`src/rtl/xbar_input_queue.sv`:
```
// Per-input-port flit queue feeding the 1-to-6 crossbar demux.
// In-order FIFO with head-of-line blocking, illegal-select drop counting and a sticky error flag.
`ifndef WIDTH_XBAR
`define WIDTH_XBAR 8
`endif

module xbar_input_queue #(
  parameter int WIDTH = `WIDTH_XBAR,
  parameter int DEPTH = 4,
  parameter int CNTW  = 8
) (
  input  logic                     clk,
  input  logic                     reset,
  input  logic [WIDTH-1:0]         in_flit,
  input  logic [2:0]               in_sel,
  input  logic                     in_valid,
  output logic                     in_ready,
  input  logic [5:0]               port_ready,
  output logic [WIDTH-1:0]         din,
  output logic [2:0]               sel,
  output logic                     out_valid,
  output logic [$clog2(DEPTH):0]   occupancy,
  output logic [CNTW-1:0]          drop_cnt,
  output logic                     err
);

  localparam int AW = $clog2(DEPTH);
  localparam logic [AW:0] FULL_COUNT = (AW+1)'(DEPTH);

  logic [AW-1:0]    wr_ptr_reg, wr_ptr_next;
  logic [AW-1:0]    rd_ptr_reg, rd_ptr_next;
  logic [AW:0]      count_reg, count_next;
  logic [CNTW-1:0]  drop_cnt_reg, drop_cnt_next;
  logic             err_reg, err_next;

  logic [WIDTH-1:0] flit_mem [DEPTH];
  logic [2:0]       sel_mem  [DEPTH];

  logic [WIDTH-1:0] head_flit;
  logic [2:0]       head_sel;
  logic [7:0]       ready_pad;
  logic             accept, legal, push, drop, pop;

  assign head_flit = flit_mem[rd_ptr_reg];
  assign head_sel  = sel_mem[rd_ptr_reg];
  // Padding lets a 3-bit select index safely; legal entries never exceed 5.
  assign ready_pad = {2'b00, port_ready};

  assign out_valid = (count_reg != '0);
  assign in_ready  = !reset && (count_reg != FULL_COUNT);
  assign accept    = in_valid && in_ready;
  assign legal     = (in_sel <= 3'd5);
  assign push      = accept && legal;
  assign drop      = accept && !legal;
  assign pop       = out_valid && ready_pad[head_sel];

  assign din       = out_valid ? head_flit : '0;
  assign sel       = out_valid ? head_sel  : '0;
  assign occupancy = count_reg;
  assign drop_cnt  = drop_cnt_reg;
  assign err       = err_reg;

  always_comb begin
    wr_ptr_next   = wr_ptr_reg;
    rd_ptr_next   = rd_ptr_reg;
    count_next    = count_reg;
    drop_cnt_next = drop_cnt_reg;
    err_next      = err_reg;
    if (push) wr_ptr_next = wr_ptr_reg + AW'(1);
    if (pop)  rd_ptr_next = rd_ptr_reg + AW'(1);
    case ({push, pop})
      2'b10:   count_next = count_reg + (AW+1)'(1);
      2'b01:   count_next = count_reg - (AW+1)'(1);
      default: count_next = count_reg;
    endcase
    if (drop) begin
      err_next = 1'b1;
      if (drop_cnt_reg != {CNTW{1'b1}}) drop_cnt_next = drop_cnt_reg + CNTW'(1);
    end
  end

  always_ff @(posedge clk or posedge reset) begin
    if (reset) begin
      wr_ptr_reg   <= '0;
      rd_ptr_reg   <= '0;
      count_reg    <= '0;
      drop_cnt_reg <= '0;
      err_reg      <= 1'b0;
    end else begin
      wr_ptr_reg   <= wr_ptr_next;
      rd_ptr_reg   <= rd_ptr_next;
      count_reg    <= count_next;
      drop_cnt_reg <= drop_cnt_next;
      err_reg      <= err_next;
    end
  end

  // Entry contents need no reset: occupancy alone decides what is visible.
  always_ff @(posedge clk) begin
    if (push) begin
      flit_mem[wr_ptr_reg] <= in_flit;
      sel_mem[wr_ptr_reg]  <= in_sel;
    end
  end

endmodule

```
`config.mk`:
```
export PLATFORM = sky130hd
export DESIGN_NAME = xbar_input_queue
export DESIGN_NICKNAME = d
export VERILOG_FILES = /design/src/rtl/xbar_input_queue.sv
export SDC_FILE = /design/constraint.sdc
export NUM_CORES = 1
export LEC_CHECK = 0
export ABC_AREA = 1
export CAP_MARGIN = 0
export CORE_MARGIN = 2
export CORE_UTILIZATION = 35
export CTS_BUF_LIST = sky130_fd_sc_hd__clkbuf_16
export DETAILED_ROUTE_END_ITERATION = 7
export PLACE_DENSITY = 0.62
export SLEW_MARGIN = 25
export SYNTH_ARGS = -nofsm -noshare
export SYNTH_HDL_FRONTEND = slang
export SYNTH_SLANG_ARGS = --single-unit
```
`constraint.sdc`:
```
create_clock -name clk -period 1.97 [get_ports clk]
set_input_delay 0.2955 -clock clk [delete_from_list [all_inputs] [get_ports clk]]
set_output_delay 0.2955 -clock clk [all_outputs]
set_load 0.02 [all_outputs]
```
# Word-level counts from Yosys, hierarchy flattened
# Memory sizes are Yosys's and may differ from the RTL's.
# Cells that the tools add are included.
# Widths: inputs -> output; s select.
# op_classes
reduce_logical	10
addsub	5
mux	7
eq_ne	4
n_lt_le_gt_ge	2
# op_table
operator	n
$add 8x1->8 const B	1
$mux 8	1
$ne 8x8->1 const B	1
$pmux 3 s2	1
$logic_and 1x1->1	5
$add 2x1->2 const B	2
$lt 3x4->1 const B	1
$add 3x1->3 const B	1
$bmux 1 s3	1
$le 3x3->1 const B	1
$mux 1	3
$mux 3	1
$ne 3x3->1 const B	1
$reduce_bool 3->1	1
$sub 3x1->3 const B	1
$eq 2x1->1 const B	1
$eq 2x2->1 const B	1
$logic_not 1->1	2
$reduce_and 2->1	1
$reduce_bool 2->1	1
# totals
wordCells	35
regBits	16
mem_bits_rw	44
mem_count	2
# memory_table
memory	words	word_bits	read_ports	rd_clocked_by_memory_dff	wr	line_no	text
flit_mem	4	8	1	0	1	36	logic [WIDTH-1:0] flit_mem [DEPTH];
sel_mem	4	3	1	0	1	37	logic [2:0] sel_mem [DEPTH];

# Logic depth before layout (Yosys ltp)
# Gate-level depths: netlist (run 1).
# logic_depth
ltp_word	6
mapped_depth	15
mapped_depth_nobuf	15

# Worst setup path before layout (run 1)
# Ideal clock, no wire load.
# synth_timing
path_kind	flip-flop to flip-flop
from	reg rd_ptr_reg[1]
to	reg count_reg[2], in the netlist occupancy[2]
synth_period_minus_slack_ns	2.164
path_buffers	1
setup_slack_ns	-0.194
arrival_time_ns	2.031
stages_incl_launch_ff	15
required_ns	1.837
setup_ns	0.133
cell_sequence	dfrtp_1 > inv_1 > buf_2 > nand3_1 > nand2_1 > inv_1 > nand2_2 > nand3_1 > inv_1 > ha_1 > inv_1 > fa_1 > a21oi_1 > o21ai_0 > xnor2_1
# synth_between
elab_chain_cells	6
# synth_lines
element	line_no	text
from (decl)	31	logic [AW-1:0] rd_ptr_reg, rd_ptr_next;
from (signal assigned)	91	rd_ptr_reg <= rd_ptr_next;
$mem_v2 4x3 *	--	
$bmux 1 s3 *	55	assign pop = out_valid && ready_pad[head_sel];
$mux 1 (not written as such) *	55	
$logic_and 1x1->1 *	55	
named net pop	42	logic accept, legal, push, drop, pop;
$eq 2x1->1 / $eq 2x2->1 (equally long branches)	71	case ({push, pop})
$pmux 3 s2 / $reduce_bool 2->1 (equally long branches)	--	
to (signal assigned)	92	count_reg <= count_next;
to (decl)	32	logic [AW:0] count_reg, count_next;
# Mark *: on every way through the listed nets, which the timed path passes. The rest lies on a longest branch. The select of a mux whose other input is x is not followed.
# A chain may end at the register's enable or synchronous reset.

# Worst setup path after layout (run 1)
# layout_timing
from	reg rd_ptr_reg[0]
to	reg count_reg[2], in the netlist occupancy[2]
# Same word-level chain as after synthesis.

==> results of run 1 <==
Yosys cell counts, types with 2 or more instances:
master	number	area, µm²
sky130_fd_sc_hd__a21oi_1	10	50.05
sky130_fd_sc_hd__nand2_2	3	18.77
sky130_fd_sc_hd__nor3_1	2	10.01
sky130_fd_sc_hd__nand2_1	38	142.6
sky130_fd_sc_hd__xor2_1	7	61.31
sky130_fd_sc_hd__o21ai_0	23	115.1
sky130_fd_sc_hd__nand4_1	3	18.77
sky130_fd_sc_hd__inv_2	3	11.26
sky130_fd_sc_hd__nand3_2	3	30.03
sky130_fd_sc_hd__buf_2	3	15.01
sky130_fd_sc_hd__inv_1	23	86.33
sky130_fd_sc_hd__nand3_1	10	50.05
sky130_fd_sc_hd__dfrtp_1	16	400.4
sky130_fd_sc_hd__ha_1	6	75.07
sky130_fd_sc_hd__nor2_1	42	157.7
sky130_fd_sc_hd__xnor2_1	3	26.28
sky130_fd_sc_hd__clkbuf_1	2	7.510
sky130_fd_sc_hd__edfxtp_1	44	1321
sky130_fd_sc_hd__nand3b_1	3	22.52
logic make-up after synthesis:
logic type | synth area share
DFF | 0.6295
buffers and inverters | 0.05078
adders and majority gates | 0.03477
xor gates and xnor gates | 0.03202
and+or+nand+nor | 0.1848
AOI/OAI and AO/OA | 0.06816
through the flow:
stage	setup TNS (ns)	total power [µW]
global route	-1.335	6846
CTS	-0.6421	6415
detailed placement	-0.6575	4536
finish	-0.6584	6469
floorplan	-0.09708	3326
global placement	-0.3759	4489
cells in the final DEF, fill, tap and decap left out, drive strengths merged, types with 3 or more instances in the layout:
cell and instances:
clkinv 4, nand4 4, nand3 13, inv 25, a21oi 10, buf 43, xnor2 3, o21ai 23
clkbuf 9, nand2 41, clkdlybuf4s50 31, xor2 7, nand3b 3, ha 6, edfxtp 44, dfrtp 16
nor3 3, clkdlybuf4s15 5, nor2 43, dlygate4sd2 3
per-layer routing:
metal,vias to the layer above,part of all wire,track usage
met5,-,0,0
met4,0,0.016,0.06592
met3,8,0.035,0.04475
met2,37,0.51,0.2470
met1,968,0.44,0.1709
li1,1018,-,-
repair_timing:
action,4_1_cts,5_1_grt
resized for setup,51,16
pin swaps,3,8
buffers inserted,6,1
setup endpoints to repair,14,14
critical path, stage by stage, from the launching register on:
cell and delay, ns:
sky130_fd_sc_hd__dfrtp_2 0.46, sky130_fd_sc_hd__clkinv_4 0.11, sky130_fd_sc_hd__nand2_2 0.05, sky130_fd_sc_hd__nand3_2 0.07
sky130_fd_sc_hd__nand2_2 0.07, sky130_fd_sc_hd__nand3b_1 0.18, sky130_fd_sc_hd__nand3_2 0.10, sky130_fd_sc_hd__nand3_2 0.09
sky130_fd_sc_hd__inv_2 0.08, sky130_fd_sc_hd__ha_4 0.12, sky130_fd_sc_hd__inv_2 0.04, sky130_fd_sc_hd__fa_2 0.39
sky130_fd_sc_hd__a21oi_2 0.16, sky130_fd_sc_hd__o21ai_2 0.07, sky130_fd_sc_hd__xnor2_1 0.12
power by group through the flow:
stage               Clock (µW)  Combinational, µW  Sequential, µW
finish                    1630               3120            1720
CTS                       1660               3030            1720
global route              1720               3380            1740
global placement             0               2760            1720
floorplan                    0               1520            1810
detailed placement           0               2810            1730
worst max-delay path by stage:
stage,startpoint,endpoint
4_1_cts,rd_ptr_reg[0],occupancy[2]
3_3_place_gp,rd_ptr_reg[0],occupancy[2]
2_1_floorplan,rd_ptr_reg[0],occupancy[2]
3_5_place_dp,rd_ptr_reg[0],occupancy[2]
6_report,rd_ptr_reg[0],occupancy[2]
5_1_grt,rd_ptr_reg[0],occupancy[2]
layout make-up:
cell class | count | share of cell area
multi-input cells | 159 | 0.2472
clock inverters | 7 | 0.02293
flip-flops and latches | 60 | 0.4331
well taps | 102 | 0.03204
clock buffers | 9 | 0.05653
inverters | 26 | 0.02575
repair buffers | 82 | 0.1825
==> results.rst, run 1 <==
.. list-table::
   :header-rows: 1

   * - Metric
     - Value
   * - Count of endpoints failing hold in the final timing report
     - 0
   * - Period minus WS final
     - 2.218 ns
   * - Number of vias per cell
     - ~4.6
   * - Cell area after synthesis
     - 2735 µm²
   * - Power Density
     - ~1600 nW/µm²
   * - Switching share of total power
     - 0.3682
   * - Final std cell area, no fill
     - roughly 4000 µm²
   * - Seq cells post-synth
     - 60
   * - Class of the tightest hold or removal check
     - input pin to async pin
   * - Clk pin slew, worst setup/hold paths
     - about 0.05 ns
   * - Number of placed instances with taps included
     - roughly 420
   * - Warning count from the yosys run
     - 0
   * - Register share of total power
     - 0.266
   * - Number of top-level pins
     - 45
   * - Overall fraction of global-route tracks in use
     - 0.1462
   * - Max-slew headroom
     - 0.8018
   * - Die Height
     - a little over 90 µm
   * - Post-route setup slack
     - -0.2482 ns
   * - Net switching power
     - 2382 µW
   * - Initial antenna violation count
     - 0
   * - Worst-path maximum fanout
     - 8
   * - Number of global-route vias before repair
     - approximately 2.0k
   * - Share of total power in the clock network
     - 0.252
   * - Floorplan Core Area
     - about 7600 µm²
   * - Path type of the worst setup path
     - flop to flop
   * - Share of layout cells above drive strength 1
     - 0.2886
   * - Iteration count of the initial detailed-routing pass
     - 4
   * - Slew @ Worst Pin
     - 0.2963 ns
   * - Pre-CTS worst setup slack
     - -0.2379 ns
   * - Hold-fix buffer count after cts
     - 0
   * - Peak supply drop
     - ~0.56 mV
   * - Cell variety after synth
     - 27
   * - Clk Latency, worst-skew pair
     - around 0.33 ns
   * - DRC viols
     - 0
   * - Share of the clock period used by the worst path after layout
     - 1.126
   * - Violations in the final reports
     - negative setup slack
   * - Outcome
     - complete, but fails checks
   * - Internal power component
     - between 4000 and 5000 µW
   * - Overall die area
     - ~8500 µm²
   * - TritonCTS Sinks
     - 60
   * - Final nets
     - approximately 370
   * - Initial cell density of the core
     - 0.3577
   * - Unrepaired setup endpoints after global routing
     - true
   * - Proportion of power drawn by combinational gates
     - 0.482
   * - Initial DRC count
     - roughly 130
   * - Largest net degree at the start of global routing
     - 17
   * - Buffers on Ports
     - 44
   * - Max FFs per register
     - 32
   * - Critical R2R Capture
     - occupancy[2]
   * - Cell at the root of the clock tree
     - sky130_fd_sc_hd__clkbuf_16
   * - CTS H-tree depth
     - 3
   * - Nature of the critical path startpoint
     - flop
   * - Sequential cell area fraction in the yosys report
     - 0.6295
   * - FF/Latch Area
     - roughly 1700 µm²
   * - Setup slack of the worst register-to-register path
     - -0.25 ns
   * - Commonest register cell after synthesis
     - sky130_fd_sc_hd__edfxtp_1
   * - Proportion of register bits with asynchronous set or reset after synthesis
     - 0.2667
   * - Avg Cell Area, Syn
     - between 10 and 15 µm²
   * - Number of nets with antenna violations after detailed routing
     - 0
   * - Post-layout util
     - 0.5209
   * - Depth of the worst register-to-register path
     - 14
   * - Worst hold margin
     - 0.3777 ns
   * - CTS Buf Count
     - 9
   * - Max-slew violations
     - 0
   * - Layout area overhead
     - 45.65%
   * - Number of synthesized flops with an enable pin
     - 44
   * - Post-DR wirelength/cell
     - between 10 and 15 µm
   * - DPL Wire Length
     - 3.907 mm
   * - Sort of element at the end of the critical path
     - flop
   * - Count of mapped cells out of synthesis
     - between 200 and 300
   * - Total detailed-routing wirelength
     - roughly 5.9 mm
   * - Number of max-capacitance violations reported
     - 0
   * - Clock Path Buffers
     - 2
   * - Congestion Overflow GR
     - 0
   * - Number of rows in the core area
     - 32
   * - Worst clock skew on the final layout
     - between 0.005 and 0.006 ns
   * - Vias
     - between 2k and 2.5k
   * - Setup Viol. Count Final
     - 7
   * - Horizontal die dimension
     - 92.40 µm
   * - Number of nets in the synthesized netlist
     - approximately 280
   * - Data required, critical path
     - about 2.2 ns
   * - First-pass GRT wire length
     - 9.377 mm
   * - Dpl cell area
     - around 3500 µm²
   * - Fill count
     - ~650
   * - Number of antenna cells inserted
     - 0
   * - Max Fclk
     - 450.8 MHz
   * - Clock tree from TritonCTS
     - done
   * - Cell leakage power
     - ~0.0017 µW
   * - WP data arrival
     - ~2.4 ns
   * - Number of cells in the finished layout apart from fillers
     - between 400 and 500
   * - Launch point of the worst reg-to-reg path
     - rd_ptr_reg[0]
   * - Area taken by multi-input logic gates
     - between 900 and 1000 µm²
   * - Placer congestion estimate
     - 0.7573
No activity file was read; power rests on OpenSTA's default activity.
==> inputs of run 2 (changes only) <==
--- a/config.mk
+++ b/config.mk
@@ -6,7 +6,6 @@
 export NUM_CORES = 1
 export LEC_CHECK = 0
 export ABC_AREA = 1
-export CAP_MARGIN = 0
 export CORE_MARGIN = 2
 export CORE_UTILIZATION = 35
 export CTS_BUF_LIST = sky130_fd_sc_hd__clkbuf_16
==> results of run 2 <==
Final layout, timing and power as in run 1 (identical DEF).
